[src/rtl/patdet_cfg.sv]
// Configurable serial pattern detector: runtime pattern/length, optional overlap,
// pulsed or sticky match flag, saturating match counter and config-error pulse.
module patdet_cfg #(
    parameter int                MAXLEN  = 8,
    parameter int                LENW    = 4,
    parameter int                CNTW    = 8,
    parameter logic [MAXLEN-1:0] DEF_PAT = 8'b0001_0010,
    parameter int                DEF_LEN = 6
) (
    input  logic              clk,
    input  logic              rstn,
    input  logic              e,
    input  logic              ev,
    input  logic              clr,
    input  logic              cfg_we,
    input  logic [MAXLEN-1:0] cfg_pat,
    input  logic [LENW-1:0]   cfg_len,
    input  logic              cfg_ovl,
    input  logic              cfg_sticky,
    output logic              s,
    output logic [CNTW-1:0]   cnt,
    output logic              cfg_err,
    output logic              dbg_state
);

    typedef enum logic {RUN = 1'b0, HOLD = 1'b1} state_t;

    state_t            r_state;
    logic [MAXLEN-1:0] r_h;
    logic [LENW-1:0]   r_fill;
    logic              r_s;
    logic [CNTW-1:0]   r_cnt;
    logic              r_err;
    logic [MAXLEN-1:0] r_pat;
    logic [LENW-1:0]   r_len;
    logic              r_ovl;
    logic              r_sticky;

    logic              w_accept;
    logic [MAXLEN-1:0] w_h_next;
    logic [LENW-1:0]   w_fill_next;
    logic [MAXLEN-1:0] w_mask;
    logic              w_match;
    logic              w_cfg_ok;

    // ev is a valid with no ready: a bit is taken only in RUN on a cycle free of
    // clr/cfg_we; any other presented bit is silently dropped.
    assign w_accept    = ev && (r_state == RUN) && !clr && !cfg_we;
    assign w_h_next    = {r_h[MAXLEN-2:0], e};
    assign w_fill_next = (r_fill == LENW'(MAXLEN)) ? r_fill : r_fill + 1'b1;
    assign w_cfg_ok    = (cfg_len != '0) && (cfg_len <= LENW'(MAXLEN));

    always_comb begin
        w_mask = '0;
        for (int i = 0; i < MAXLEN; i++) begin
            w_mask[i] = (i < int'(r_len));
        end
    end

    assign w_match = w_accept && (w_fill_next >= r_len)
                     && (((w_h_next ^ r_pat) & w_mask) == '0);

    always_ff @(posedge clk) begin
        if (!rstn) begin
            r_state  <= RUN;
            r_h      <= '0;
            r_fill   <= '0;
            r_s      <= 1'b0;
            r_cnt    <= '0;
            r_err    <= 1'b0;
            r_pat    <= DEF_PAT;
            r_len    <= LENW'(DEF_LEN);
            r_ovl    <= 1'b0;
            r_sticky <= 1'b1;
        end else begin
            r_err <= 1'b0;
            // Pulse mode: s drops back unless this edge matches again.
            if (r_state == RUN) begin
                r_s <= 1'b0;
            end
            if (w_accept) begin
                r_h    <= w_h_next;
                r_fill <= (w_match && !r_ovl) ? '0 : w_fill_next;
            end
            if (w_match) begin
                r_s <= 1'b1;
                if (r_cnt != '1) begin
                    r_cnt <= r_cnt + 1'b1;
                end
                if (r_sticky) begin
                    r_state <= HOLD;
                end
            end
            if (clr) begin
                r_h     <= '0;
                r_fill  <= '0;
                r_s     <= 1'b0;
                r_cnt   <= '0;
                r_state <= RUN;
            end
            if (cfg_we) begin
                if (w_cfg_ok) begin
                    r_pat    <= cfg_pat;
                    r_len    <= cfg_len;
                    r_ovl    <= cfg_ovl;
                    r_sticky <= cfg_sticky;
                    r_h      <= '0;
                    r_fill   <= '0;
                    r_s      <= 1'b0;
                    r_state  <= RUN;
                end else begin
                    r_err <= 1'b1;
                end
            end
        end
    end

    assign s         = r_s;
    assign cnt       = r_cnt;
    assign cfg_err   = r_err;
    assign dbg_state = r_state;

endmodule
[config.mk]
export PLATFORM = sky130hd
export DESIGN_NAME = patdet_cfg
export DESIGN_NICKNAME = d
export VERILOG_FILES = /design/src/rtl/patdet_cfg.sv
export SDC_FILE = /design/constraint.sdc
export NUM_CORES = 1
export LEC_CHECK = 0
export CAP_MARGIN = 10
export CORE_MARGIN = 2
export CORE_UTILIZATION = 56
export CTS_CLUSTER_DIAMETER = 100
export DETAILED_ROUTE_END_ITERATION = 7
export MAX_ROUTING_LAYER = met4
export PLACE_DENSITY_LB_ADDON = 0.12
export SYNTH_ARGS = -nofsm -noshare
export SYNTH_HDL_FRONTEND = slang
export SYNTH_SLANG_ARGS = --single-unit
export TNS_END_PERCENT = 50
[constraint.sdc]
create_clock -name clk -period 5.4 [get_ports clk]
set_input_delay 0.81 -clock clk [delete_from_list [all_inputs] [get_ports clk]]
set_output_delay 0.81 -clock clk [all_outputs]
set_load 0.01 [all_outputs]
Word level (Yosys, flattened, before mapping)
Cells that the tools add are included.
{"block": "op_classes", "add_sub_neg": 2, "order_cmp": 10, "eq_ne": 2, "n_mux": 21, "bitwise_logic": 4, "reduce_logical": 16}
{"cell": "$mux 8", "count": 4}
{"cell": "$mux 4", "count": 6}
{"cell": "$lt 3x4->1 const A", "count": 4}
{"cell": "$mux 1", "count": 11}
{"cell": "$add 8x1->8 const B", "count": 1}
{"cell": "$and 8x8->8", "count": 1}
{"cell": "$logic_not 8->1", "count": 1}
{"cell": "$lt 1x4->1 const A", "count": 2}
{"cell": "$lt 2x4->1 const A", "count": 2}
{"cell": "$ne 8x8->1 const B", "count": 1}
{"cell": "$xor 8x8->8", "count": 1}
{"cell": "$logic_and 1x1->1", "count": 7}
{"cell": "$reduce_and 2->1", "count": 3}
{"cell": "$add 4x1->4 const B", "count": 1}
{"cell": "$eq 4x4->1 const B", "count": 1}
{"cell": "$ge 4x4->1", "count": 1}
{"cell": "$le 4x4->1 const B", "count": 1}
{"cell": "$reduce_bool 4->1", "count": 1}
{"cell": "$logic_not 1->1", "count": 3}
{"cell": "$not 1->1", "count": 2}
{"cell": "$reduce_or 2->1", "count": 1}
{"block": "word_totals", "regBits": 37, "in_bits": 20, "elab_cells": 65}

Depth between registers and ports, before layout
Gate-level depths: netlist of run 1.
{"block": "depth", "word_depth": 12, "depth_mapped": 12, "mapped_depth_nobuf": 11}

Worst setup path before layout of run 1
No wires, ideal clock.
{"block": "synth_timing", "kind": "in2reg", "startpoint": "input clr", "endpoint": "register r_cnt[2] (netlist: cnt[2])", "setup_ns": 0.116, "arrival_time_ns": 2.698, "required_ns": 5.284, "path_slack_ns": 2.586, "cell_stages": 6, "n_path_buf": 1, "path_cell_list": "or4b_2 -> or4b_1 -> and3b_2 -> buf_6 -> a21oi_1 -> a31o_2"}
{"block": "synth_via", "elab_chain_len": 6, "word_cells_on_any_way": 7, "classes_between": "7 x reduce/logical"}
{"element": "start: declaration", "line_no": "14", "text": "input logic clr,"}
{"element": "$logic_not 1->1", "line_no": "48", "text": "assign w_accept = ev && (r_state == RUN) && !clr && !cfg_we;"}
{"element": "$logic_and 1x1->1 (2 in series)", "line_no": "48"}
{"element": "$logic_and 1x1->1", "line_no": "60", "text": "assign w_match = w_accept && (w_fill_next >= r_len)"}
{"element": "$logic_and 1x1->1", "line_no": "61", "text": "&& (((w_h_next ^ r_pat) & w_mask) == '0);"}
{"element": "$reduce_and 2->1 (no line)"}
{"element": "end signal: assignment", "line_no": "88", "text": "r_cnt <= r_cnt + 1'b1;"}
{"element": "end: declaration", "line_no": "32", "text": "logic [CNTW-1:0] r_cnt;"}
Parallel ways exist; a longest one is shown, timed or not.
A chain may end at the register's enable or synchronous reset.

Final worst setup path of run 1
{"block": "layout_timing", "startpoint": "input cfg_we", "endpoint": "register r_cnt[6] (netlist: cnt[6])"}
{"block": "layout_via", "elab_chain_len": 5}
{"element": "start: declaration", "line_no": "15", "text": "input logic cfg_we,"}
{"element": "$logic_not 1->1", "line_no": "48"}
{"element": "$logic_and 1x1->1", "line_no": "48"}
{"element": "$logic_and 1x1->1", "line_no": "60"}
{"element": "$logic_and 1x1->1", "line_no": "61"}
{"element": "$reduce_and 2->1 (no line)"}
No other way between the ends.

==> report_table.html, run 1 <==
<table>
<tr><th>Metric</th><th>Value</th></tr>
<tr><th colspan="2">Cells and area</th></tr>
<tr><td>Number of nets at the end of the flow</td><td>271</td></tr>
<tr><td>Footprint of the multi-input gates</td><td>993 um2</td></tr>
<tr><td>Relative area change from synthesis to final layout</td><td>20.5%</td></tr>
<tr><td>Antenna diode instance count</td><td>0</td></tr>
<tr><td>Commonest non-fill, non-tap cells in the layout</td><td>sky130_fd_sc_hd__nand2_1, sky130_fd_sc_hd__dfxtp_1, sky130_fd_sc_hd__clkdlybuf4s50_1</td></tr>
<tr><td>FF/Latch Area</td><td>721 um2</td></tr>
<tr><td>Fillers</td><td>272</td></tr>
<tr><td>Share of cells above drive strength 1</td><td>7.76%</td></tr>
<tr><td>Most common library cell in the layout ignoring fill and taps</td><td>sky130_fd_sc_hd__nand2_1</td></tr>
<tr><td>Post-route cell area</td><td>0.00216 mm2</td></tr>
<tr><th colspan="2">Floorplan</th></tr>
<tr><td>Std-Cell Core Area</td><td>0.00305 mm2</td></tr>
<tr><td>Starting Density</td><td>58.8%</td></tr>
<tr><td>Area of the die</td><td>0.00367 mm2</td></tr>
<tr><td>Die width</td><td>60.6 um</td></tr>
<tr><td>Die Y-Extent</td><td>60.6 um</td></tr>
<tr><td>Number of top-level design ports</td><td>31</td></tr>
<tr><td># rows</td><td>20</td></tr>
<tr><th colspan="2">STA</th></tr>
<tr><td>Post-layout min period</td><td>3320 ps</td></tr>
<tr><td>Post-Route Setup TNS</td><td>0 ps</td></tr>
<tr><td>Final hold violation count</td><td>0</td></tr>
<tr><td>Final worst clock skew</td><td>11.4 ps</td></tr>
<tr><td>Achievable Freq</td><td>301 MHz</td></tr>
<tr><td>Number of pins exceeding their max-slew limit in the final report</td><td>0</td></tr>
<tr><td>Slew margin rel.</td><td>65.7%</td></tr>
<tr><td>Unrepaired setup endpoints after global routing</td><td>false</td></tr>
<tr><td>Period Utilization, post-route</td><td>61.5%</td></tr>
<tr><td>Transition at the pin with the smallest max-transition slack</td><td>513 ps</td></tr>
<tr><td>Finish-stage setup viols</td><td>0</td></tr>
<tr><th colspan="2">GRT</th></tr>
<tr><td>First-pass GRT wire length</td><td>6560 um</td></tr>
<tr><td>Total track usage</td><td>24.9%</td></tr>
<tr><td>Maximum number of pins on one net before global-route repair</td><td>18</td></tr>
<tr><td>Number of global-route vias before repair</td><td>1,496</td></tr>
<tr><td>Total overflow reported by the global router</td><td>0</td></tr>
<tr><td>Number of antenna violations at the first check in global routing</td><td>0</td></tr>
<tr><th colspan="2">Drt</th></tr>
<tr><td>DRC violation count after routing</td><td>0</td></tr>
<tr><td>Number of routed nets with antenna violations</td><td>0</td></tr>
<tr><td>1st-iter DRT viols</td><td>100</td></tr>
<tr><td>First-pass DRT Iterations</td><td>4</td></tr>
<tr><td>Via total after detailed routing</td><td>1,588</td></tr>
<tr><td>Routed wirelength normalized by instance count</td><td>13.3 um</td></tr>
<tr><td>Via count normalized by instance count</td><td>5.49</td></tr>
<tr><td>Total wirelength of the detailed-routed design</td><td>3840 um</td></tr>
<tr><th colspan="2">Synthesis</th></tr>
<tr><td>Post-synth EDFFs</td><td>0</td></tr>
<tr><td>Post-Synthesis Cell Area</td><td>0.00179 mm2</td></tr>
<tr><td>Fraction of synthesis flops using an asynchronous set or reset pin</td><td>0%</td></tr>
<tr><td>Unique masters post-synth</td><td>45</td></tr>
<tr><td>Dominant synthesized flop cell</td><td>sky130_fd_sc_hd__dfxtp_1</td></tr>
<tr><td>Number of instances in the synthesized netlist</td><td>216</td></tr>
<tr><td>Average instance area after synthesis</td><td>8.31 um2</td></tr>
<tr><td>Yosys warning count</td><td>0</td></tr>
<tr><td>Number of register bits inferred by synthesis</td><td>36</td></tr>
<tr><td>Nets in the synthesized netlist</td><td>243</td></tr>
<tr><td>Sequential share of the synthesized area</td><td>40.2%</td></tr>
<tr><th colspan="2">Clocking</th></tr>
<tr><td>Max Root-Sink Buffers</td><td>2</td></tr>
<tr><td>Clock edge transition at the registers on the reported setup and hold paths</td><td>110 ps</td></tr>
<tr><td>Cells resized by post-CTS repair</td><td>0</td></tr>
<tr><td>Clock Latency Late Sink</td><td>340 ps</td></tr>
<tr><td>Number of sinks on the clock net</td><td>36</td></tr>
<tr><td>TritonCTS clock tree</td><td>yes</td></tr>
<tr><td>Number of buffers created by CTS</td><td>5</td></tr>
<tr><td>Count of buffers added by post-CTS timing repair for setup</td><td>0</td></tr>
<tr><td>Post-CTS Hold Fix Bufs</td><td>0</td></tr>
<tr><td>Clock root buffer master</td><td>sky130_fd_sc_hd__clkbuf_4</td></tr>
<tr><td>H-tree level count</td><td>2</td></tr>
<tr><th colspan="2">Worst setup path</th></tr>
<tr><td>WP data required</td><td>5640 ps</td></tr>
<tr><td>Maximum net fanout on the critical path</td><td>13</td></tr>
<tr><td>R2R Path Start</td><td>r_fill[0]</td></tr>
<tr><td>Capture point of the worst reg-to-reg path</td><td>cnt[6]</td></tr>
<tr><td>Critical Path End</td><td>cnt[6]</td></tr>
<tr><td>Worst Setup Path Type</td><td>in -&gt; reg</td></tr>
<tr><td>Cell count of the worst reg-to-reg path</td><td>11</td></tr>
<tr><td>Worst setup path startpoint</td><td>cfg_we</td></tr>
<tr><td>Signal arrival time at the worst endpoint</td><td>3560 ps</td></tr>
<tr><td>Crit. End Element</td><td>flip-flop</td></tr>
<tr><td>Critical path startpoint category</td><td>input pin</td></tr>
<tr><td>Flop-to-flop setup slack</td><td>2420 ps</td></tr>
<tr><th colspan="2">Pwr</th></tr>
<tr><td>Maximum VDD drop</td><td>0.168 mV</td></tr>
<tr><td>Power Dens Cells</td><td>223 mW/mm2</td></tr>
<tr><td>P_leak</td><td>0.857 nW</td></tr>
<tr><th colspan="2">Placement</th></tr>
<tr><td>Placed cell areas</td><td>0.00210 mm2</td></tr>
<tr><td>IO Port Bufs</td><td>30</td></tr>
<tr><td>Global placement routability congestion</td><td>0.852</td></tr>
<tr><td>DPL Wire Length</td><td>2950 um</td></tr>
<tr><th colspan="2">Status</th></tr>
<tr><td>Outcome</td><td>complete, no violations</td></tr>
<tr><th colspan="2">Run</th></tr>
<tr><td>Count of maximum capacitance violations</td><td>0</td></tr>
<tr><th colspan="2">Min path</th></tr>
<tr><td>Class of the tightest hold or removal check</td><td>reg -&gt; reg</td></tr>
</table>
==> critical path, stage by stage <==
cell and delay [ps]:
sky130_fd_sc_hd__clkdlybuf4s50_1 530, sky130_fd_sc_hd__or4b_2 820, sky130_fd_sc_hd__or4b_1 590, sky130_fd_sc_hd__and3b_2 440
sky130_fd_sc_hd__a31oi_1 140, sky130_fd_sc_hd__a41o_2 240
==> cells by family after synthesis <==
kind of cell             Yosys count  share of synthesized area [%]
AO/OA/AOI/OAI                     46                           17.6
adder cells (fa/ha/maj)            7                           4.88
buffers and inverters             17                           4.46
AND/OR/NAND/NOR                   95                           25.5
XOR/XNOR                          13                           6.35
multiplexers                       2                           1.12
flip-flops                        36                           40.2
==> sequential cells by signal (all words and copies together), names as in the netlist <==
name,flops
cnt,8
r_h,7
r_sticky,1
dbg_state,1
cfg_err,1
r_len,4
r_ovl,1
r_fill,4
r_pat,8
s,1
==> per-stage QoR <==
step / instances / util, % / setup WS, ps / total power, mW / hold slack, ps
floorplan: 216 / - / 2590 / 0.315 / 439
global placement: 281 / 68.9 / 1820 / 0.337 / 467
detailed placement: 281 / 68.9 / 1740 / 0.340 / 483
CTS: 289 / 70.8 / 2110 / 0.487 / 494
global route: 289 / 70.8 / 1980 / 0.509 / 518
finish: 289 / 70.8 / 2080 / 0.483 / 486
==> area by class of cell <==
cell class / count / share of cell area [%]
Sequential cell: 36 / 33.3
Multi-Input combinational cell: 163 / 45.9
Inverter: 7 / 1.22
Timing Repair Buffer: 31 / 14.2
Tap cell: 44 / 2.55
Clock buffer: 8 / 2.72
==> per-layer routing <==
metal	global-route usage [%]	vias up	part of all wire, %
met5	-	-	0
met3	9.38	5	5.2
li1	-	803	-
met4	8.70	0	1.0
met1	30.2	729	46
met2	38.1	51	47
==> power breakdown <==
part,switching (mW),total [mW],internal [mW]
sequential,0.00729,0.280,0.272
clock,0.0849,0.149,0.0643
combinational,0.0260,0.0540,0.0280
total,0.118,0.483,0.365
==> how the worst min path moves through the flow <==
stage               startpoint        to  cells after the start
global placement        cnt[4]    cnt[4]                      2
global route            r_h[5]    r_h[6]                      2
finish                  r_h[5]    r_h[6]                      2
detailed placement    r_pat[6]  r_pat[6]                      2
floorplan                r_ovl     r_ovl                      2
CTS                     r_h[5]    r_h[6]                      2
==> cell usage after synthesis (all sizes together), types with 2 or more instances <==
master / count / area [um2]
a21boi: 9 / 67.6
a21oi: 16 / 80.1
a31o: 2 / 17.5
a31oi: 4 / 25.0
a41o: 3 / 33.8
and2: 2 / 12.5
and3: 3 / 20.0
and3b: 2 / 18.8
buf: 2 / 16.3
clkbuf: 7 / 26.3
dfxtp: 36 / 721
ha: 7 / 87.6
inv: 7 / 26.3
mux2i: 2 / 20.0
nand2: 53 / 199
nand2b: 2 / 12.5
nand3: 7 / 35.0
nand4: 2 / 27.5
nor2: 13 / 48.8
nor3: 3 / 15.0
o211ai: 2 / 15.0
o21ai: 2 / 10.0
or4b: 2 / 20.0
xnor2: 10 / 87.6
xor2: 3 / 26.3
No activity file was read; power rests on OpenSTA's default activity.
==> run 2, diff against run 1 <==
Settings changed: CORE_UTILIZATION 56 to 47.
Clock period 5.4 ns to 2.8 ns, I/O delays scaled along.
==> run 2 against run 1 <==
Compared with the run above:
- final area rose by 13%
- flip-flop and latch count did not move
- non-clock buffer count rose by 17
- worst setup slack got worse by 2000 ps
- routed wire length rose by 10%
- worst hold slack got worse by 15 ps
- critical path depth rose by 6
==> report_table.html, run 2 (synthesis gave the netlist of run 1 again) <==
<table>
<tr><th>Metric</th><th>Value</th></tr>
<tr><th colspan="2">Status</th></tr>
<tr><td>Outcome</td><td>complete, no violations</td></tr>
<tr><th colspan="2">GRT</th></tr>
<tr><td>Maximum number of pins on one net before global-route repair</td><td>17</td></tr>
<tr><td>Total track usage</td><td>22.4%</td></tr>
<tr><td>Total overflow reported by the global router</td><td>0</td></tr>
<tr><td>Number of global-route vias before repair</td><td>1,542</td></tr>
<tr><td>First-pass GRT wire length</td><td>7170 um</td></tr>
<tr><td>Number of antenna violations at the first check in global routing</td><td>0</td></tr>
<tr><th colspan="2">STA</th></tr>
<tr><td>Finish-stage setup viols</td><td>0</td></tr>
<tr><td>Number of pins exceeding their max-slew limit in the final report</td><td>0</td></tr>
<tr><td>Final hold violation count</td><td>0</td></tr>
<tr><td>Post-route worst hold slack</td><td>471 ps</td></tr>
<tr><td>Slew margin rel.</td><td>67.8%</td></tr>
<tr><td>Post-Route Setup TNS</td><td>0 ps</td></tr>
<tr><td>Unrepaired setup endpoints after global routing</td><td>true</td></tr>
<tr><td>Achievable Freq</td><td>361 MHz</td></tr>
<tr><td>Transition at the pin with the smallest max-transition slack</td><td>483 ps</td></tr>
<tr><td>Final worst clock skew</td><td>5.46 ps</td></tr>
<tr><td>Period Utilization, post-route</td><td>98.8%</td></tr>
<tr><td>Post-layout min period</td><td>2770 ps</td></tr>
<tr><th colspan="2">Worst setup path</th></tr>
<tr><td>Worst path max stage delay</td><td>570 ps</td></tr>
<tr><td>Flop-to-flop setup slack</td><td>30 ps</td></tr>
<tr><td>Critical Path End</td><td>cnt[0]</td></tr>
<tr><td>Signal arrival time at the worst endpoint</td><td>2940 ps</td></tr>
<tr><td>Critical path startpoint category</td><td>flip-flop</td></tr>
<tr><td>Crit. End Element</td><td>flip-flop</td></tr>
<tr><td>Critical path depth</td><td>12</td></tr>
<tr><td>Worst Setup Path Type</td><td>reg -&gt; reg</td></tr>
<tr><td>Worst-path cell with the longest stage delay</td><td>sky130_fd_sc_hd__or4b_4</td></tr>
<tr><td>CP Cell Sequence</td><td>buf_6 &gt; ha_4 &gt; xnor2_2 &gt; nor2_2 &gt; ha_2 &gt; o21a_1 &gt; o22ai_2 &gt; or4b_4 &gt; and3b_2 &gt; buf_4 &gt; xnor2_1 &gt; nor2_1</td></tr>
<tr><td>Worst setup path startpoint</td><td>r_fill[0]</td></tr>
<tr><td>Maximum net fanout on the critical path</td><td>7</td></tr>
<tr><td>WP data required</td><td>2970 ps</td></tr>
<tr><td>Capture point of the worst reg-to-reg path</td><td>cnt[0]</td></tr>
<tr><td>R2R Path Start</td><td>r_fill[0]</td></tr>
<tr><td>Cell count of the worst reg-to-reg path</td><td>12</td></tr>
<tr><td>Family with the most delay on the worst path</td><td>simple AND/OR/NAND/NOR gates</td></tr>
<tr><td>Buffers plus inverters on the worst setup path</td><td>2</td></tr>
<tr><th colspan="2">Pwr</th></tr>
<tr><td>Total power consumption of the routed design</td><td>1.12 mW</td></tr>
<tr><td>Power Dens Cells</td><td>456 mW/mm2</td></tr>
<tr><td>Maximum VDD drop</td><td>0.411 mV</td></tr>
<tr><td>P_leak</td><td>1.00 nW</td></tr>
<tr><th colspan="2">Cells and area</th></tr>
<tr><td>Most common library cell in the layout ignoring fill and taps</td><td>sky130_fd_sc_hd__nand2_1</td></tr>
<tr><td>Antenna diode instance count</td><td>0</td></tr>
<tr><td>Layout Utilization</td><td>67.0%</td></tr>
<tr><td>Number of nets at the end of the flow</td><td>289</td></tr>
<tr><td>Relative area change from synthesis to final layout</td><td>36.8%</td></tr>
<tr><td>Share of cells above drive strength 1</td><td>19.8%</td></tr>
<tr><td>Commonest non-fill, non-tap cells in the layout</td><td>sky130_fd_sc_hd__nand2_1, sky130_fd_sc_hd__dfxtp_1, sky130_fd_sc_hd__clkdlybuf4s50_1</td></tr>
<tr><th colspan="2">Clocking</th></tr>
<tr><td>Number of sinks on the clock net</td><td>36</td></tr>
<tr><td>Clock edge transition at the registers on the reported setup and hold paths</td><td>70 ps</td></tr>
<tr><td>Post-CTS Hold Fix Bufs</td><td>0</td></tr>
<tr><td>Clock root buffer master</td><td>sky130_fd_sc_hd__clkbuf_8</td></tr>
<tr><td>Number of buffers created by CTS</td><td>5</td></tr>
<tr><td>TritonCTS clock tree</td><td>yes</td></tr>
<tr><td>Clock Latency Late Sink</td><td>290 ps</td></tr>
<tr><td>Max Root-Sink Buffers</td><td>2</td></tr>
<tr><td>H-tree level count</td><td>2</td></tr>
<tr><th colspan="2">Drt</th></tr>
<tr><td>Via total after detailed routing</td><td>1,622</td></tr>
<tr><td>Via count normalized by instance count</td><td>5.22</td></tr>
<tr><td>Total wirelength of the detailed-routed design</td><td>4230 um</td></tr>
<tr><td>Routed wirelength normalized by instance count</td><td>13.6 um</td></tr>
<tr><td>DRC violation count after routing</td><td>0</td></tr>
<tr><td>Number of routed nets with antenna violations</td><td>0</td></tr>
<tr><td>First-pass DRT Iterations</td><td>4</td></tr>
<tr><td>1st-iter DRT viols</td><td>86</td></tr>
<tr><th colspan="2">Floorplan</th></tr>
<tr><td>Std-Cell Core Area</td><td>0.00366 mm2</td></tr>
<tr><td>Area of the die</td><td>0.00433 mm2</td></tr>
<tr><td>Number of top-level design ports</td><td>31</td></tr>
<tr><td># rows</td><td>22</td></tr>
<tr><td>Starting Density</td><td>49.0%</td></tr>
<tr><td>Die Y-Extent</td><td>65.8 um</td></tr>
<tr><td>Die width</td><td>65.8 um</td></tr>
<tr><th colspan="2">Placement</th></tr>
<tr><td>Global placement routability congestion</td><td>0.832</td></tr>
<tr><td>IO Port Bufs</td><td>30</td></tr>
<tr><td>DPL Wire Length</td><td>3030 um</td></tr>
<tr><th colspan="2">Min path</th></tr>
<tr><td>Depth of the worst hold-timing path</td><td>2</td></tr>
<tr><td>Class of the tightest hold or removal check</td><td>reg -&gt; reg</td></tr>
<tr><th colspan="2">Run</th></tr>
<tr><td>Count of maximum capacitance violations</td><td>0</td></tr>
</table>
## run 2: metal layers
metal | global-route usage [%] | part of all wire, % | up-vias
li1 | - | - | 839
met1 | 29.0 | 48 | 743
met2 | 34.2 | 46 | 31
met3 | 6.30 | 4.2 | 9
met4 | 6.51 | 1.7 | 0
met5 | - | 0 | -
## run 2: cell type report
type                    instances  area, um2
fillers                       341       1210
multi-input cells             164       1080
flip-flops and latches         36        723
repair buffers                 48        455
clock buffers                   5       68.8
well taps                      48       60.1
clock inverters                 3       42.5
inverters                       7       26.3
## run 2: timing repair
action,CTS,global route
gates cloned,1,0
setup endpoints to repair,12,12
resized for setup,2,18
buffers inserted,0,3
pin swaps,0,10
## run 2: stage by stage
step / std cells / area [um2] / setup slack, ps
finish: 311 / 2450 / 32.8
global route: 311 / 2450 / -53.8
global placement: 300 / 2220 / -172
detailed placement: 300 / 2220 / -198
floorplan: 216 / 1790 / 148
CTS: 309 / 2350 / 2.01
## run 2: power by group
group | switching, mW | internal (mW) | total, mW
clock network | 0.193 | 0.263 | 0.456
logic | 0.0580 | 0.0681 | 0.126
registers | 0.0113 | 0.525 | 0.537
## run 2: worst reg2reg max path, delay by kind of cell (launching register included)
family / cells / cell delay, ps
adder cells (fa/ha/maj): 2 / 470
AO/OA/AOI/OAI: 2 / 210
XOR/XNOR: 2 / 300
flip-flops: 1 / 330
AND/OR/NAND/NOR: 4 / 1070
buffers and inverters: 2 / 270
## run 2: worst min-delay path by stage
stage                   to  slack (ps)    from
detailed placement  r_h[6]         470  r_h[6]
global route        r_h[6]         500  r_h[6]
CTS                 r_h[6]         480  r_h[6]
floorplan            r_ovl         440   r_ovl
global placement    r_h[6]         450  r_h[6]
finish              r_h[6]         470  r_h[6]
